===== config.mk =====
export PLATFORM = sky130hd
export DESIGN_NAME = mem_port_arbiter
export DESIGN_NICKNAME = d
export VERILOG_FILES = /design/src/rtl/mem_port_arbiter.sv
export SDC_FILE = /design/constraint.sdc
export NUM_CORES = 1
export LEC_CHECK = 0
export CAP_MARGIN = 0
export CORE_ASPECT_RATIO = 1.1
export CORE_MARGIN = 4
export CORE_UTILIZATION = 44
export CTS_CLUSTER_SIZE = 20
export DETAILED_ROUTE_END_ITERATION = 16
export MAX_ROUTING_LAYER = met4
export PLACE_DENSITY = 0.86
export SLEW_MARGIN = 15
export SYNTH_ARGS = -nofsm -noshare
export SYNTH_HDL_FRONTEND = slang
export SYNTH_SLANG_ARGS = --single-unit

===== constraint.sdc =====
create_clock -name clk -period 14.2 [get_ports clk]
set_input_delay 4.26 -clock clk [delete_from_list [all_inputs] [get_ports clk]]
set_output_delay 4.26 -clock clk [all_outputs]
set_load 0.01 [all_outputs]

===== src/rtl/mem_port_arbiter.sv =====
// -----------------------------------------------------------------------------
// mem_port_arbiter
//
// Shares one single-ported unified memory between the instruction-fetch port
// and the data-memory port of the pipeline. In IDLE the arbiter grants one
// requester at each rising edge. Data has priority because its access belongs
// to the older instruction. The granted command is registered onto mem_* and
// held stable until mem_ack. mem_ack returns the FSM to IDLE, captures
// mem_rdata for the owning port, and pulses that port's valid flag for one
// cycle.
//
// Optional feature (macro ARB_STARVE_GUARD_EN):
//   Counts consecutive data grants made while fetch is waiting. Once the count
//   reaches STARVE_MAX with both requests pending, the next IDLE arbitration
//   goes to fetch. With the macro undefined, data priority is strict.
//
// Ports:
//   clk, rst           clock (rising edge), asynchronous active-high reset
//   if_req/if_addr     fetch request level and fetch address (PC)
//   if_rdata/if_valid  fetched instruction and its one-cycle completion pulse
//   if_stall           fetch port waiting (combinational)
//   dm_req/dm_we       data request level; 1 = store, 0 = load
//   dm_addr/dm_wdata   data address and store data
//   dm_wsel            store width code, passed through unchanged
//   dm_rdata/dm_valid  load data and its one-cycle completion pulse
//   dm_stall           data port waiting (combinational)
//   mem_req            memory transaction active
//   mem_we/mem_addr/mem_wdata/mem_wsel  registered memory command
//   mem_ack/mem_rdata  one-cycle completion and read data from memory
// -----------------------------------------------------------------------------
module mem_port_arbiter #(
  parameter int unsigned DATA_WIDTH = 32,
  parameter int unsigned ADDR_WIDTH = 32,
  parameter int unsigned STARVE_MAX = 4
) (
  input  logic                  clk,
  input  logic                  rst,
  input  logic                  if_req,
  input  logic [ADDR_WIDTH-1:0] if_addr,
  output logic [DATA_WIDTH-1:0] if_rdata,
  output logic                  if_valid,
  output logic                  if_stall,
  input  logic                  dm_req,
  input  logic                  dm_we,
  input  logic [ADDR_WIDTH-1:0] dm_addr,
  input  logic [DATA_WIDTH-1:0] dm_wdata,
  input  logic [1:0]            dm_wsel,
  output logic [DATA_WIDTH-1:0] dm_rdata,
  output logic                  dm_valid,
  output logic                  dm_stall,
  output logic                  mem_req,
  output logic                  mem_we,
  output logic [ADDR_WIDTH-1:0] mem_addr,
  output logic [DATA_WIDTH-1:0] mem_wdata,
  output logic [1:0]            mem_wsel,
  input  logic                  mem_ack,
  input  logic [DATA_WIDTH-1:0] mem_rdata
);

  typedef enum logic [1:0] {
    ST_IDLE    = 2'd0,
    ST_BUSY_IF = 2'd1,
    ST_BUSY_DM = 2'd2
  } state_e;

  state_e                state_q;
  logic                  mem_req_q;
  logic                  mem_we_q;
  logic [ADDR_WIDTH-1:0] mem_addr_q;
  logic [DATA_WIDTH-1:0] mem_wdata_q;
  logic [1:0]            mem_wsel_q;
  logic [DATA_WIDTH-1:0] if_rdata_q;
  logic [DATA_WIDTH-1:0] dm_rdata_q;
  logic                  if_valid_q;
  logic                  dm_valid_q;

  logic grant_dm_d;
  logic grant_if_d;
  logic starve_hit;

`ifdef ARB_STARVE_GUARD_EN
  logic [3:0] starve_cnt_q;
  logic [3:0] starve_cnt_d;

  assign starve_hit = (starve_cnt_q >= 4'(STARVE_MAX));

  // Only data grants that overtake a waiting fetch count toward starvation.
  always_comb begin
    starve_cnt_d = starve_cnt_q;
    if (grant_if_d) begin
      starve_cnt_d = '0;
    end else if (grant_dm_d) begin
      if (if_req) begin
        starve_cnt_d = (starve_cnt_q == 4'hF) ? starve_cnt_q : starve_cnt_q + 4'd1;
      end else begin
        starve_cnt_d = '0;
      end
    end
  end

  always_ff @(posedge clk or posedge rst) begin
    if (rst) begin
      starve_cnt_q <= '0;
    end else begin
      starve_cnt_q <= starve_cnt_d;
    end
  end
`else
  logic unused_starve_max;
  assign unused_starve_max = ^STARVE_MAX;
  assign starve_hit        = 1'b0;
`endif

  // Arbitration is evaluated only in IDLE. In-flight transactions ignore requests.
  always_comb begin
    grant_dm_d = 1'b0;
    grant_if_d = 1'b0;
    if (state_q == ST_IDLE) begin
      if (dm_req && !(starve_hit && if_req)) begin
        grant_dm_d = 1'b1;
      end else if (if_req) begin
        grant_if_d = 1'b1;
      end
    end
  end

  always_ff @(posedge clk or posedge rst) begin
    if (rst) begin
      state_q     <= ST_IDLE;
      mem_req_q   <= 1'b0;
      mem_we_q    <= 1'b0;
      mem_addr_q  <= '0;
      mem_wdata_q <= '0;
      mem_wsel_q  <= '0;
      if_rdata_q  <= '0;
      dm_rdata_q  <= '0;
      if_valid_q  <= 1'b0;
      dm_valid_q  <= 1'b0;
    end else begin
      if_valid_q <= 1'b0;
      dm_valid_q <= 1'b0;
      case (state_q)
        ST_IDLE: begin
          if (grant_dm_d) begin
            state_q     <= ST_BUSY_DM;
            mem_req_q   <= 1'b1;
            mem_we_q    <= dm_we;
            mem_addr_q  <= dm_addr;
            mem_wdata_q <= dm_wdata;
            mem_wsel_q  <= dm_wsel;
          end else if (grant_if_d) begin
            state_q    <= ST_BUSY_IF;
            mem_req_q  <= 1'b1;
            mem_we_q   <= 1'b0;
            mem_addr_q <= if_addr;
            mem_wsel_q <= 2'd0;
          end
        end
        ST_BUSY_IF: begin
          if (mem_ack) begin
            state_q    <= ST_IDLE;
            mem_req_q  <= 1'b0;
            if_rdata_q <= mem_rdata;
            if_valid_q <= 1'b1;
          end
        end
        ST_BUSY_DM: begin
          // Stores complete the same way. dm_rdata takes whatever the memory returned.
          if (mem_ack) begin
            state_q    <= ST_IDLE;
            mem_req_q  <= 1'b0;
            dm_rdata_q <= mem_rdata;
            dm_valid_q <= 1'b1;
          end
        end
        default: begin
          state_q   <= ST_IDLE;
          mem_req_q <= 1'b0;
        end
      endcase
    end
  end

  assign mem_req   = mem_req_q;
  assign mem_we    = mem_we_q;
  assign mem_addr  = mem_addr_q;
  assign mem_wdata = mem_wdata_q;
  assign mem_wsel  = mem_wsel_q;
  assign if_rdata  = if_rdata_q;
  assign dm_rdata  = dm_rdata_q;
  assign if_valid  = if_valid_q;
  assign dm_valid  = dm_valid_q;

  // The valid cycle releases the stall, so the hazard unit can advance that cycle.
  assign if_stall = if_req & ~if_valid_q;
  assign dm_stall = dm_req & ~dm_valid_q;

endmodule

==> impl_metrics.env <==
export IMPL_yosysSeqAreaShare_pct=60.04
export IMPL_die_h_um=127.0
export IMPL_avgSynthCellArea_um2=16.48
export IMPL_drv_slew=0
export IMPL_top_usage_layer="met2"
export IMPL_boundaryPins=272
export IMPL_num_vias=3930
export IMPL_place_congestion=0.8113
export IMPL_grt_max_degree=70
export IMPL_ys_seq_elements=136
export IMPL_finalCritPeriodShare_pct=70.74
export IMPL_grt_overflow=0
export IMPL_postCtsHoldBufs=0
export IMPL_final_cell_mix="271 x clkdlybuf4s50_1, 136 x dfrtp_1, 135 x mux2_2, 25 x mux2_4, 17 x clkbuf_16"
export IMPL_finalSetupViolations=0
export IMPL_num_fill_cells=871
export IMPL_ys_types=21
export IMPL_status="completed"
export IMPL_grtUsageMet1_pct=21.35
export IMPL_gr_usage_met3_pct=7.958
export IMPL_initial_core_util_pct=45.02
export IMPL_fin_util_pct=72.02
export IMPL_cts_htree_levels=4
export IMPL_fin_crit_ps=10050
export IMPL_final_cells=791
export IMPL_detail_route_antenna_nets=0
export IMPL_syn_inst=344
export IMPL_grt_pass1_vias=4632
export IMPL_hold_path_class="flip-flop to flip-flop"
export IMPL_met2_usage_pct=39.01
export IMPL_totalWireLength_mm=15.49
export IMPL_required_ps=9940
export IMPL_critical_path_arrival_ps=5790
export IMPL_slew_headroom_pct=25.91
export IMPL_grt_pass1_wl_mm=23.65
export IMPL_synth_nets=484
export IMPL_num_rows=43
export IMPL_worst_pin_slew_ps=1107
export IMPL_path_class="input pin to output pin"
export IMPL_drc=0
export IMPL_vias_per_cell=4.968
export IMPL_critPathCaptureType="output pin"
export IMPL_clock_root_buffer="clkbuf_16"
export IMPL_cts_tree="built"
export IMPL_yosys_warnings=0
export IMPL_hpwl_mm=11.59
export IMPL_routedWlPerCell_um=19.58
export IMPL_die_area_um2=14760
export IMPL_fin_skew_ps=8.826
export IMPL_cts_sinks=136
export IMPL_core_um2=12590
export IMPL_drive_above_1_share_pct=31.28
export IMPL_rsz0062_at_grt="no"
export IMPL_clockBufferDepth=2
export IMPL_antenna_found_initial=0
export IMPL_leakagePower_uw=0.003864
export IMPL_clock_latency_ps=410
export IMPL_p_per_area_nw_per_um2=232.2
export IMPL_startpoint_type="input pin"
export IMPL_numCtsBuffers=17
export IMPL_synthesis_area_um2=5668
export IMPL_fmax_mhz=99.55
export IMPL_drv_cap=0
export IMPL_path_clk_slew_ps=50
export IMPL_cp_max_fo=8
export IMPL_syn_to_final_growth_pct=59.98
export IMPL_first_pass_iters=4
export IMPL_dp_cells=758
export IMPL_ir_drop_mv=0.1313
export IMPL_nNetsFinal=760
export IMPL_hold_violations=0
export IMPL_cts_setup_buffers=0
export IMPL_layout_cells_most_common="clkdlybuf4s50_1"
export IMPL_gr_usage_all_layers_pct=21.73
export IMPL_post_cts_resized=0
export IMPL_setup_tns_ps=0
export IMPL_portBuffers=271
export IMPL_dr_first_iter_drc_count=158
export IMPL_die_width_um=116.2
==> per-layer routing <==
metal	up-vias	wire length [um]
met5	-	0
met4	0	380
met3	29	1277
met2	170	8430
met1	1953	5399
li1	1778	-
==> registers in the layout, indices dropped and copies added (netlist names) <==
name       cells
if_rdata      32
dm_valid       1
mem_wsel       2
mem_addr      32
if_valid       1
mem_wdata     32
mem_we         1
state_q        2
mem_req        1
dm_rdata      32
==> metrics by stage <==
step | total power [uW] | worst slack [ps] | area, um^2 | hold slack (ps)
floorplan | 1165 | 5333 | 5668 | 490.3
global placement | 1637 | 4150 | 8466 | 483.1
detailed placement | 1678 | 4145 | 8466 | 492.4
CTS | 2132 | 4145 | 9065 | 505.4
global route | 2215 | 4053 | 9065 | 508.1
finish | 2105 | 4155 | 9067 | 500.8
==> power breakdown <==
group          switching (uW)  total (uW)  internal [uW]
Sequential                103         690            587
Clock                     168         437            269
Combinational             373         979            606
Total                     643        2110           1460
==> path summary, 6_finish.rpt <==
check	from	to	slack (ps)	cells after the start
min in group asynchronous	rst	mem_wdata[27]	4330	2
worst max-delay path	dm_req	dm_stall	4150	3
worst min register to register	mem_addr[0]	mem_addr[0]	500	1
max in group asynchronous	rst	dm_rdata[27]	8570	3
worst max register to register	state_q[1]	mem_addr[10]	11890	5
worst min-delay path	mem_addr[0]	mem_addr[0]	500	1
==> synth_stat cells <==
cell | n | area (um^2)
nor2b_1 | 5 | 31.28
nand2b_1 | 1 | 6.260
o21ai_4 | 1 | 16.27
buf_8 | 2 | 30.03
o21ai_0 | 2 | 10.01
mux2_2 | 135 | 1520
mux2_4 | 25 | 375.4
o2bb2ai_1 | 1 | 8.760
a22o_1 | 1 | 8.760
ha_1 | 4 | 50.05
nand2_1 | 3 | 11.26
buf_2 | 6 | 30.03
a21oi_1 | 1 | 5.000
buf_4 | 6 | 45.04
nor2_1 | 2 | 7.510
inv_1 | 5 | 18.77
buf_6 | 3 | 33.78
nand2_8 | 1 | 20.02
dfrtp_1 | 136 | 3403
a32o_1 | 3 | 30.03
and2_1 | 1 | 6.260
==> cell type report <==
| cell class | count | area (um^2) | area share [%] |
|---|---|---|---|
| diodes | 1 | 2.502 | 0.02760 |
| clock buffers | 19 | 452.9 | 4.995 |
| clock inverters | 13 | 146.4 | 1.614 |
| inverters | 5 | 23.77 | 0.2622 |
| multi-input cells | 186 | 2107 | 23.24 |
| flip-flops and latches | 136 | 3403 | 37.53 |
| well taps | 157 | 196.4 | 2.166 |
| repair buffers | 274 | 2735 | 30.16 |
==> cell families after synthesis <==
logic type / count (synthesis) / share of synthesized area, %
simple gates: 13 / 1.457
compound gates: 9 / 1.391
buf+inv: 22 / 2.781
mux: 160 / 33.44
fa+ha+maj: 4 / 0.8830
flops: 136 / 60.04
==> worst max-delay path: stages <==
cell and delay, ps:
clkdlybuf4s50_1 790, nor2b_1 190, clkdlybuf4s50_1 540
Power figures use the tool's default switching activity.
